--- src/rtl/dzcpu_useq_pkg.sv ---
// dzcpu micro-sequencer shared definitions:
// flow codes, CB-redirect operation, state encoding and ROM word layout.
package dzcpu_useq_defs;

    localparam logic [3:0] FLOW_OP           = 4'd0;
    localparam logic [3:0] FLOW_INC          = 4'd1;
    localparam logic [3:0] FLOW_EOF          = 4'd2;
    localparam logic [3:0] FLOW_INC_EOF      = 4'd3;
    localparam logic [3:0] FLOW_EOF_FU       = 4'd4;
    localparam logic [3:0] FLOW_INC_EOF_FU   = 4'd5;
    localparam logic [3:0] FLOW_INC_EOF_Z    = 4'd6;
    localparam logic [3:0] FLOW_INC_EOF_NZ   = 4'd7;
    localparam logic [3:0] FLOW_UPDATE_FLAGS = 4'd8;
    localparam logic [3:0] FLOW_NOP          = 4'd9;

    localparam logic [4:0] OP_JCB = 5'h1f;

    localparam int FLOW_HI = 12;
    localparam int FLOW_LO = 9;
    localparam int OP_HI   = 8;
    localparam int OP_LO   = 4;
    localparam int OPR_HI  = 3;
    localparam int OPR_LO  = 0;

    typedef enum logic [1:0] {
        ST_IDLE     = 2'd0,
        ST_DISPATCH = 2'd1,
        ST_RUN      = 2'd2
    } useq_state_t;

endpackage

--- src/rtl/dzcpu_useq_flowdec.sv ---
// Flow-code decoder: maps a uop flow code and the Z flag
// to the PC-increment, end-of-flow and flags-update strobes.
module dzcpu_useq_flowdec
    import dzcpu_useq_defs::*;
(
    input  logic [3:0] flow,
    input  logic       zflag,
    output logic       inc,
    output logic       eof,
    output logic       fu
);

    always_comb begin
        inc = 1'b0;
        eof = 1'b0;
        fu  = 1'b0;
        case (flow)
            FLOW_INC: begin
                inc = 1'b1;
            end
            FLOW_EOF: begin
                eof = 1'b1;
            end
            FLOW_INC_EOF: begin
                inc = 1'b1;
                eof = 1'b1;
            end
            FLOW_EOF_FU: begin
                eof = 1'b1;
                fu  = 1'b1;
            end
            FLOW_INC_EOF_FU: begin
                inc = 1'b1;
                eof = 1'b1;
                fu  = 1'b1;
            end
            FLOW_INC_EOF_Z: begin
                inc = 1'b1;
                eof = zflag;
            end
            FLOW_INC_EOF_NZ: begin
                inc = 1'b1;
                eof = ~zflag;
            end
            FLOW_UPDATE_FLAGS: begin
                fu = 1'b1;
            end
            // FLOW_OP, FLOW_NOP and unassigned codes carry no strobe
            default: begin
            end
        endcase
    end

endmodule

--- src/rtl/dzcpu_useq.sv ---
// dzcpu microcode sequencer: latches an opcode, looks up its flow,
// then issues one registered uop per cycle until end of flow.
module dzcpu_useq
    import dzcpu_useq_defs::*;
#(
    parameter int MAX_FLOW_LEN = 16,
    parameter int UPC_W        = 8
) (
    input  logic             iClock,
    input  logic             iReset,
    input  logic             iMopValid,
    input  logic [7:0]       iMop,
    output logic [7:0]       oMop,
    input  logic [7:0]       iFlowIdx,
    input  logic [7:0]       iCbFlowIdx,
    output logic [UPC_W-1:0] oUopAddr,
    input  logic [12:0]      iUop,
    input  logic             iZFlag,
    input  logic             iStall,
    output logic             oUopValid,
    output logic [4:0]       oOp,
    output logic [3:0]       oOperand,
    output logic             oPcInc,
    output logic             oFlagsUpdate,
    output logic             oEof,
    output logic             oMopReq,
    output logic             oError
);

    useq_state_t      state;
    logic [UPC_W-1:0] upc;
    logic [7:0]       cnt;

    logic [3:0] flow;
    logic [4:0] op;
    logic [3:0] opr;
    logic       dec_inc;
    logic       dec_eof;
    logic       dec_fu;
    logic       is_jcb;
    logic       wdog;

    assign flow     = iUop[FLOW_HI:FLOW_LO];
    assign op       = iUop[OP_HI:OP_LO];
    assign opr      = iUop[OPR_HI:OPR_LO];
    assign is_jcb   = (op == OP_JCB);
    assign wdog     = (cnt == 8'(MAX_FLOW_LEN));
    assign oUopAddr = upc;

    dzcpu_useq_flowdec u_flowdec (
        .flow  (flow),
        .zflag (iZFlag),
        .inc   (dec_inc),
        .eof   (dec_eof),
        .fu    (dec_fu)
    );

    always_ff @(posedge iClock or posedge iReset) begin
        if (iReset) begin
            state        <= ST_IDLE;
            upc          <= '0;
            cnt          <= '0;
            oMop         <= '0;
            oUopValid    <= 1'b0;
            oOp          <= '0;
            oOperand     <= '0;
            oPcInc       <= 1'b0;
            oFlagsUpdate <= 1'b0;
            oEof         <= 1'b0;
            oMopReq      <= 1'b1;
            oError       <= 1'b0;
        end else begin
            oUopValid    <= 1'b0;
            oPcInc       <= 1'b0;
            oFlagsUpdate <= 1'b0;
            oEof         <= 1'b0;
            case (state)
                ST_IDLE: begin
                    if (iMopValid) begin
                        oMop    <= iMop;
                        oMopReq <= 1'b0;
                        state   <= ST_DISPATCH;
                    end
                end
                ST_DISPATCH: begin
                    upc   <= UPC_W'(iFlowIdx);
                    cnt   <= '0;
                    state <= ST_RUN;
                end
                ST_RUN: begin
                    if (!iStall) begin
                        // runaway flow: drop the uop at the limit
                        if (wdog) begin
                            oError  <= 1'b1;
                            oMopReq <= 1'b1;
                            state   <= ST_IDLE;
                        end else begin
                            oUopValid    <= 1'b1;
                            oOp          <= op;
                            oOperand     <= opr;
                            oPcInc       <= dec_inc;
                            oFlagsUpdate <= dec_fu;
                            oEof         <= dec_eof;
                            cnt          <= cnt + 8'd1;
                            if (is_jcb) begin
                                upc <= UPC_W'(iCbFlowIdx);
                            end else begin
                                upc <= upc + UPC_W'(1);
                            end
                            if (dec_eof) begin
                                oMopReq <= 1'b1;
                                state   <= ST_IDLE;
                            end
                        end
                    end
                end
                default: begin
                    oMopReq <= 1'b1;
                    state   <= ST_IDLE;
                end
            endcase
        end
    end

endmodule

--- config.mk ---
export PLATFORM = sky130hd
export DESIGN_NAME = dzcpu_useq
export DESIGN_NICKNAME = d
export VERILOG_FILES = /design/src/rtl/dzcpu_useq_pkg.sv /design/src/rtl/dzcpu_useq_flowdec.sv /design/src/rtl/dzcpu_useq.sv
export SDC_FILE = /design/constraint.sdc
export NUM_CORES = 1
export LEC_CHECK = 0
export ABC_AREA = 1
export CORE_MARGIN = 4
export CORE_UTILIZATION = 45
export DETAILED_ROUTE_END_ITERATION = 12
export PLACE_DENSITY = 0.81
export SYNTH_ARGS = -nofsm -noshare
export SYNTH_HDL_FRONTEND = slang
export SYNTH_SLANG_ARGS = --single-unit
--- constraint.sdc ---
create_clock -name iClock -period 1.55 [get_ports iClock]
set_input_delay 0.31 -clock iClock [delete_from_list [all_inputs] [get_ports iClock]]
set_output_delay 0.31 -clock iClock [all_outputs]
set_load 0.1 [all_outputs]
**After elaboration in Yosys (flattened, before gate mapping)**

Index checks and enable logic that the tools add are counted.
Widths: inputs -> output; s select.

- $add $sub $neg: 2
- $mul: 0
- Div/mod/pow operators: 0
- $lt $le $gt $ge: 0
- Equal/unequal tests: 16
- Shift-type cells: 0
- Mux-type cells: 32
- Bitwise logic cells: 4
- Reduce and logical (&&, ||, !) cells: 11

Operators with widths:

| operator | number |
|---|---|
| $mux 8 | 5 |
| $pmux 8 s2 | 2 |
| $mux 1 | 18 |
| $add 8x1->8 const B | 2 |
| $eq 4x3->1 const B | 4 |
| $reduce_and 3->1 | 4 |
| $eq 4x2->1 const B | 2 |
| $eq 8x5->1 const B | 1 |
| $mux 2 | 4 |
| $ne 2x2->1 const B | 3 |
| $pmux 1 s3 | 2 |
| $pmux 2 s3 | 1 |
| $eq 5x5->1 const B | 1 |
| $reduce_or 5->1 | 1 |
| $eq 4x1->1 const B | 1 |
| $eq 4x4->1 const B | 1 |
| $not 1->1 | 4 |
| $reduce_and 4->1 | 1 |
| $reduce_or 4->1 | 1 |
| $ne 3x3->1 const B | 1 |
| $reduce_or 3->1 | 1 |
| $eq 2x1->1 const B | 1 |
| $eq 2x2->1 const B | 1 |
| $logic_not 2->1 | 1 |
| other kinds (2) | 2 |

- Bits in registers: 41
- Latch bits: 0
- Memory bits (writable): 0
- Memory bits (read-only): 0
- Output and inout bits: 31
- Word-level logic and storage cells: 77
- Memories kept: 0

**Longest topological paths before layout**

Gate-level depths: netlist (run 1).

- Depth in word-level cells: 7
- Mapped depth: 10
- Mapped depth without buffers: 9

**Modules after synthesis**

Synthesis (run 1) repeated with hierarchy kept, for this count alone.

- Cell total of the unflattened synthesis: 279
- Area total of the unflattened synthesis: 2130.8 µm²

By module, submodules not included:

| module | times used | cells each | area an instance (µm²) |
|---|---|---|---|
| dzcpu_useq | 1 | 266 | 2062.0 |
| dzcpu_useq_flowdec | 1 | 13 | 68.8 |

**Least setup slack after synthesis (run 1)**

OpenSTA, ideal clock, no wires.

- Path kind: register -> register
- Start point: reg upc[0] (netlist: oUopAddr[0])
- End point: reg upc[6] (netlist: oUopAddr[6])
- Library setup time: 0.128 ns
- Data arrival time: 1.871 ns
- Required time: 1.422 ns
- Path slack: -0.449 ns
- Cell stages (with the launch flop): 9
- Path buffers: 0
- Period minus slack after synthesis: 1.999 ns
- Path through: dfrtp_1 > ha_1 > nand3_1 > nor2_1 > nand2_1 > nand2_1 > nand3_1 > nand2_1 > nand3_1

- Cells in the longest elaborated chain, start to end: 5

Ends and longest elaborated chain:

| element | RTL line | source |
|---|---|---|
| from (decl) | dzcpu_useq.sv:31 | `logic [UPC_W-1:0] upc;` |
| from (signal assigned) | dzcpu_useq.sv:86 | `upc <= UPC_W'(iFlowIdx);` |
| from (signal assigned) | dzcpu_useq.sv:106 | `upc <= UPC_W'(iCbFlowIdx);` |
| from (signal assigned) | dzcpu_useq.sv:108 | `upc <= upc + UPC_W'(1);` |
| $add 8x1->8 | dzcpu_useq.sv:108 |  |
| $mux 8 | dzcpu_useq.sv:105 | `if (is_jcb) begin` |
| $mux 8 | dzcpu_useq.sv:93 | `if (wdog) begin` |
| $mux 8 | dzcpu_useq.sv:91 | `if (!iStall) begin` |
| $pmux 8 s2 | dzcpu_useq.sv:77 | `case (state)` |

No other way between the ends. The select of a mux whose other input is x is not followed.
A chain may end at the register's enable or synchronous reset.

**Final worst setup path (run 1)**

- Start point: reg cnt[1]
- End point: reg upc[3] (netlist: oUopAddr[3])

- Cells in the longest elaborated chain, start to end: 3

Ends and longest elaborated chain:

| element | RTL line | source |
|---|---|---|
| from (decl) | dzcpu_useq.sv:32 | `logic [7:0] cnt;` |
| from (signal assigned) | dzcpu_useq.sv:104 | `cnt <= cnt + 8'd1;` |
| $eq 8x5->1 | dzcpu_useq.sv:47 | `assign wdog = (cnt == 8'(MAX_FLOW_LEN));` |
| $ne 2x2->1 (no line) | -- |  |
| $reduce_and 3->1 (no line) | -- |  |

No other way between the ends.

==> flow_metrics.env, run 1 <==
export IMPL_cp_arrival_ns=1.75
export IMPL_min_path_type="in2async"
export IMPL_worst_slack_ns=-0.0178
export IMPL_p_switching_mw=4.62
export IMPL_yosys_top_cells_area="dfrtp_1 48%, nand2_1 17%, nand3_1 7.7%"
export IMPL_core_area_um2=4410
export IMPL_ios=73
export IMPL_min_period_ns=1.57
export IMPL_antenna_left=0
export IMPL_clockRootBuffer="clkbuf_8"
export IMPL_finalSetupViolCount=5
export IMPL_num_rows=24
export IMPL_clock_path_buffers=2
export IMPL_final_period_utilization=1.01
export IMPL_path_cells="inv_2 > ha_4 > nand2_4 > nor2_4 > nand2_2 > nand2_4 > buf_6 > nor2_1 > o21ai_1 > nand3_1"
export IMPL_htree_levels=2
export IMPL_die_area_um2=5750
export IMPL_grt_pass1_wl_mm=10.4
export IMPL_synthMuxAreaShare=0
export IMPL_syn_num_nets=304
export IMPL_critPathKind="reg2reg"
export IMPL_routabilityCongestion=0.836
export IMPL_p_int_mw=4.12
export IMPL_violations="setup timing"
export IMPL_outcome="complete, but fails checks"
export IMPL_synth_seq_area_share=0.496
export IMPL_cp_slowest_cell="dfrtp_1"
export IMPL_worst_pin_slew_ns=0.318
export IMPL_grt_use_total=0.247
export IMPL_avgSynthCellArea_um2=7.99
export IMPL_routedWlPerCell_um=17.5
export IMPL_grt_pass1_vias=2251
export IMPL_pwr_share_comb=0.672
export IMPL_antennaDiodeCount=0
export IMPL_syn_cell_area_um2=2070
export IMPL_report_final_slew_viol_count=0
export IMPL_overflow=0
export IMPL_synthSimpleGateAreaFrac=0.331
export IMPL_path_clk_slew_ns=0.08
export IMPL_swShare=0.528
export IMPL_die_h_um=75.8
export IMPL_final_nets=405
export IMPL_p_clk_frac=0.098
export IMPL_vias=2300
export IMPL_crit_buf_inv=2
export IMPL_cts_tree="done"
export IMPL_netlist_instances=259
export IMPL_fin_skew_ns=0.00623
export IMPL_rsz0062_at_grt="yes"
export IMPL_dp_slack_ns=-0.206
export IMPL_cp_max_fo=6
export IMPL_final_hold_viol_count=0
export IMPL_vias_per_cell=5.57
export IMPL_worst_ep_required_time_ns=1.73
export IMPL_dr_pass1_iters=5
export IMPL_synth_seq_cells=41
export IMPL_start_util=0.469
export IMPL_grt_max_degree=42
export IMPL_layout_commonest_cell="nand2_1"
export IMPL_crit_path_end_kind="flop"
export IMPL_antenna_found_initial=0
export IMPL_seq_power_share=0.230
export IMPL_cts_sink_count=41
export IMPL_vdd_drop_max_mv=1.90
export IMPL_max_freq_mhz=638
export IMPL_area_growth_pct=71.5
export IMPL_yosys_area_share_xor_xnor=0.0212
export IMPL_synth_compound_area_frac=0.0635
export IMPL_ys_warn_count=0
export IMPL_max_slew_margin_rel=0.787
export IMPL_synth_top_family_by_area="simple AND/OR/NAND/NOR gates"
export IMPL_drt_iter0_drc=207
export IMPL_synth_top_cell_by_area="dfrtp_1"
export IMPL_crit_path_start_kind="flop"
export IMPL_powerDensity_nw_per_um2=2460
export IMPL_synthAdderAreaFrac=0.0181
export IMPL_portBuffers=72
export IMPL_cp_common_cell="nand2_4"
export IMPL_cts_buffers=5
export IMPL_cap_violations=0
export IMPL_die_x_um=75.8
export IMPL_layout_drive_gt1_share=0.277
export IMPL_final_cell_mix="92 x nand2_1, 41 x clkdlybuf4s50_1, 34 x dfrtp_1"
export IMPL_drc_errors=0
export IMPL_synth_top_area_share=0.484
export IMPL_slowest_delay_ns=0.42
export IMPL_power_leakage_nw=1.69
export IMPL_dp_final_hpwl_mm=4.45
export IMPL_crit_family="simple AND/OR/NAND/NOR gates"
export IMPL_finalCoreUtilization=0.804
export IMPL_clock_latency_ns=0.30
export IMPL_synth_cell_types=32
export IMPL_routed_wl_mm=7.23
[cell usage after synthesis]
| cell | instances |
|---|---|
| o22ai_1 | 2 |
| buf_4 | 1 |
| nand3_1 | 32 |
| o21ai_0 | 11 |
| a21oi_1 | 1 |
| xnor2_1 | 3 |
| nand4_1 | 1 |
| buf_2 | 1 |
| o22ai_2 | 1 |
| or3b_2 | 1 |
| clkinv_1 | 1 |
| nand2_1 | 94 |
| nor3_4 | 1 |
| nor2_4 | 1 |
| inv_2 | 2 |
| nor2_1 | 21 |
| a21oi_2 | 1 |
| a31oi_1 | 1 |
| ha_1 | 3 |
| a211oi_1 | 1 |
| clkbuf_1 | 1 |
| a31o_2 | 1 |
| buf_6 | 3 |
| nand3b_1 | 3 |
| o211ai_1 | 2 |
| nor2_2 | 1 |
| dfstp_2 | 1 |
| inv_1 | 22 |
| dfrtp_1 | 40 |
| nand2_2 | 2 |
| nand3_2 | 1 |
| xor2_1 | 2 |
[cell families (layout without fill, tap and decap cells)]
logic type / Yosys count / count (layout)
and+or+nand+nor: 158 / 158
adders and majority gates: 3 / 3
AOI/OAI and AO/OA: 21 / 21
DFF: 41 / 41
buffers and inverters: 31 / 133
xor gates and xnor gates: 5 / 5
[sequential cells by signal, indices dropped and copies added (netlist names)]
signal,count
cnt,8
oMop,8
oUopAddr,8
oOp,5
oOperand,4
state,2
oEof,1
oError,1
oFlagsUpdate,1
oMopReq,1
oPcInc,1
oUopValid,1
[routing by layer]
metal  up-vias  share of wire  track usage
met3        36          0.083       0.0805
met1      1096           0.35        0.274
met4         0          0.041        0.120
met2       139           0.52        0.422
met5         -              0            0
li1       1029              -            -
[final timing paths]
kind,startpoint,endpoint,slack [ns],cells past startpoint
setup / recovery,cnt[1],oUopAddr[3],-0.02,10
max in group asynchronous,iReset,oMopReq,0.91,3
setup reg to reg,cnt[1],oUopAddr[3],-0.02,10
hold reg to reg,oMopReq,oMopReq,0.49,2
hold / removal,iReset,oEof,0.38,3
min in group iClock,oMopReq,oMopReq,0.49,2
[worst min-delay path: stages]
cell and delay, ns:
clkdlybuf4s50_1 0.40, inv_1 0.10, buf_12 0.25
[metrics by stage]
stage	total power [mW]	instance area [um2]	hold WS, ns	TNS (ns)	cells
after detailed placement	7.43	3280	0.491	-2.72	394
after global placement	7.31	3280	0.477	-1.85	394
final	8.74	3550	0.382	-0.0660	413
after floorplan	5.21	2080	0.382	0	259
after CTS	8.42	3430	0.399	-0.172	405
after global routing	9.05	3550	0.410	-0.508	413
[power groups by stage]
stage | sequential [mW] | clock (mW) | combinational [mW]
after floorplan | 4.22 | 0 | 0.991
after global placement | 1.99 | 0 | 5.32
after detailed placement | 2.01 | 0 | 5.42
after CTS | 2.01 | 0.857 | 5.55
after global routing | 2.05 | 0.913 | 6.08
final | 2.02 | 0.856 | 5.87
[layout make-up]
type                            instances  area [um2]
Clock buffer                            6        72.6
Timing Repair Buffer                  100        1280
Multi-Input combinational cell        187         961
Tap cell                               52        65.1
Fill cell                             245         866
Clock inverter                          2        35.0
Inverter                               25        96.3
Sequential cell                        41        1040
[timing repair]
| item | in CTS | in global routing |
|---|---|---|
| pin swaps | 4 | 7 |
| gates cloned | 0 | 1 |
| endpoints found under the setup margin | 20 | 29 |
| resized for setup | 8 | 19 |
| setup buffers | 3 | 7 |
| hold buffers | 0 | 0 |
Note: power is estimated with default switching activity, not from simulation.
==> run 2, diff against run 1 <==
- CORE_UTILIZATION: 45 -> 48
- PLACE_DENSITY: 0.81 -> 0.86
- clock period: 1.55 -> 1.9 ns (I/O delays scaled with it)
==> run 2 against run 1 <==
  * The run now ends clean
  * Die area decreased by 5.6%
  * Largest power group unchanged
  * Maximum frequency is 6.5% lower
  * Largest cell class is now flip-flops and latches
  * Cell count is 6.3% lower
  * Register-to-register slack better by 0.24 ns
  * Critical endpoint unchanged
  * Sequential share of layout area is 4.8 points higher
==> flow_metrics.env, run 2 (synthesis gave the netlist of run 1 again) <==
export IMPL_outcome="finished clean"
export IMPL_power_mw=5.99
export IMPL_clock_path_buffers=2
export IMPL_grt_max_degree=24
export IMPL_layout_commonest_cell="nand2_1"
export IMPL_post_cts_setup_buffer_count=0
export IMPL_min_period_ns=1.68
export IMPL_overflow=0
export IMPL_worst_pin_slew_ns=0.419
export IMPL_cp_max_fo=15
export IMPL_drc_errors=0
export IMPL_worst_slack_ns=0.223
export IMPL_power_leakage_nw=1.49
export IMPL_antenna_left=0
export IMPL_postPlaceCellArea_um2=2910
export IMPL_whs_ns=0.278
export IMPL_cts_hold_buffers=0
export IMPL_die_x_um=73.7
export IMPL_crit_path_start_kind="flop"
export IMPL_crit_family="simple AND/OR/NAND/NOR gates"
export IMPL_routabilityCongestion=0.809
export IMPL_cp_slowest_cell="dfrtp_1"
export IMPL_final_period_utilization=0.883
export IMPL_routedWlPerCell_um=13.5
export IMPL_final_cell_mix="94 x nand2_1, 41 x clkdlybuf4s50_1, 38 x dfrtp_1"
export IMPL_path_cells="inv_1 > ha_1 > nand2_1 > nor2_1 > nand2_1 > nand2_2 > buf_4 > nor2_1 > o21ai_0 > nand3_1"
export IMPL_final_nets=381
export IMPL_ff_latch_area_um2=1030
export IMPL_core_area_um2=4090
export IMPL_post_cts_resize_count=0
export IMPL_slowest_delay_ns=0.40
export IMPL_grt_pass1_wl_mm=8.50
export IMPL_max_freq_mhz=596
export IMPL_finalSetupViolCount=0
export IMPL_powerDensity_nw_per_um2=1990
export IMPL_vias_per_cell=5.20
export IMPL_drt_iter0_drc=117
export IMPL_dp_final_hpwl_mm=4.03
export IMPL_grt_use_total=0.204
export IMPL_fin_skew_ns=0.00707
export IMPL_layout_drive_gt1_share=0.169
export IMPL_critPathKind="reg2reg"
export IMPL_htree_levels=2
export IMPL_num_rows=23
export IMPL_path_clk_slew_ns=0.08
export IMPL_crit_path_end_kind="flop"
export IMPL_vdd_drop_max_mv=1.40
export IMPL_cp_arrival_ns=1.84
export IMPL_area_growth_pct=45.7
export IMPL_clockRootBuffer="clkbuf_8"
export IMPL_rsz0062_at_grt="no"
export IMPL_cts_tree="done"
export IMPL_die_h_um=73.7
export IMPL_portBuffers=72
export IMPL_final_hold_viol_count=0
export IMPL_routed_wl_mm=5.21
export IMPL_min_path_type="in2async"
export IMPL_grt_pass1_vias=2030
export IMPL_antenna_found_initial=0
export IMPL_die_area_um2=5430
export IMPL_finalCoreUtilization=0.738
export IMPL_cts_sink_count=41
export IMPL_nFillCells=323
export IMPL_crit_buf_inv=2
export IMPL_stdcell_area_um2=3020
export IMPL_max_slew_margin_rel=0.720
export IMPL_multi_input_area_um2=898
export IMPL_antennaDiodeCount=0
export IMPL_start_util=0.506
export IMPL_clock_latency_ns=0.29
export IMPL_dp_slack_ns=0.0651
export IMPL_report_final_slew_viol_count=0
export IMPL_dr_pass1_iters=4
export IMPL_cap_violations=0
export IMPL_ios=73
export IMPL_final_instance_count_excl_fill=387
export IMPL_vias=2013
export IMPL_worst_ep_required_time_ns=2.07
export IMPL_place_inst=379
export IMPL_cts_buffers=5
export IMPL_finalSetupTns_ns=0
[run 2: cell count changes in the layout (fill, tap and decap cells not counted), moves of 3 or more]
cell and delta:
dfrtp_1 +4, o21ai_0 +3, nor2_1 +4, nor2_2 -3
buf_12 -21, inv_1 +3, buf_6 -4
[run 2: final cells by class]
| cell class | count | share of cell area |
|---|---|---|
| clock buffer | 6 | 0.0241 |
| clock inverter | 2 | 0.0116 |
| inverter | 25 | 0.0311 |
| multi-input combinational | 187 | 0.298 |
| sequential | 41 | 0.341 |
| tap | 50 | 0.0207 |
| timing repair buffer | 76 | 0.273 |
[run 2: metal layers]
metal,wire length (um),global-route usage
met1,1990,0.220
met2,2690,0.363
met3,346,0.0438
met4,184,0.119
met5,0,0
[run 2: final timing paths]
check	start	endpoint	slack, ns	depth (start not counted)
worst max-delay path	cnt[0]	oUopAddr[3]	0.22	10
worst min-delay path	iReset	oError	0.28	2
worst max register to register	cnt[0]	oUopAddr[3]	0.22	10
worst min register to register	oMopReq	oMopReq	0.48	2
max in group asynchronous	iReset	oUopAddr[1]	1.15	3
min in group iClock	oMopReq	oMopReq	0.48	2
[run 2: power breakdown]
| group | internal [mW] | leakage, nW | switching (mW) | total, mW |
|---|---|---|---|---|
| combinational | 1.02 | 0.914 | 2.77 | 3.80 |
| sequential | 1.21 | 0.521 | 0.307 | 1.51 |
| clock | 0.390 | 0.0552 | 0.292 | 0.682 |
| total | 2.62 | 1.49 | 3.37 | 5.99 |
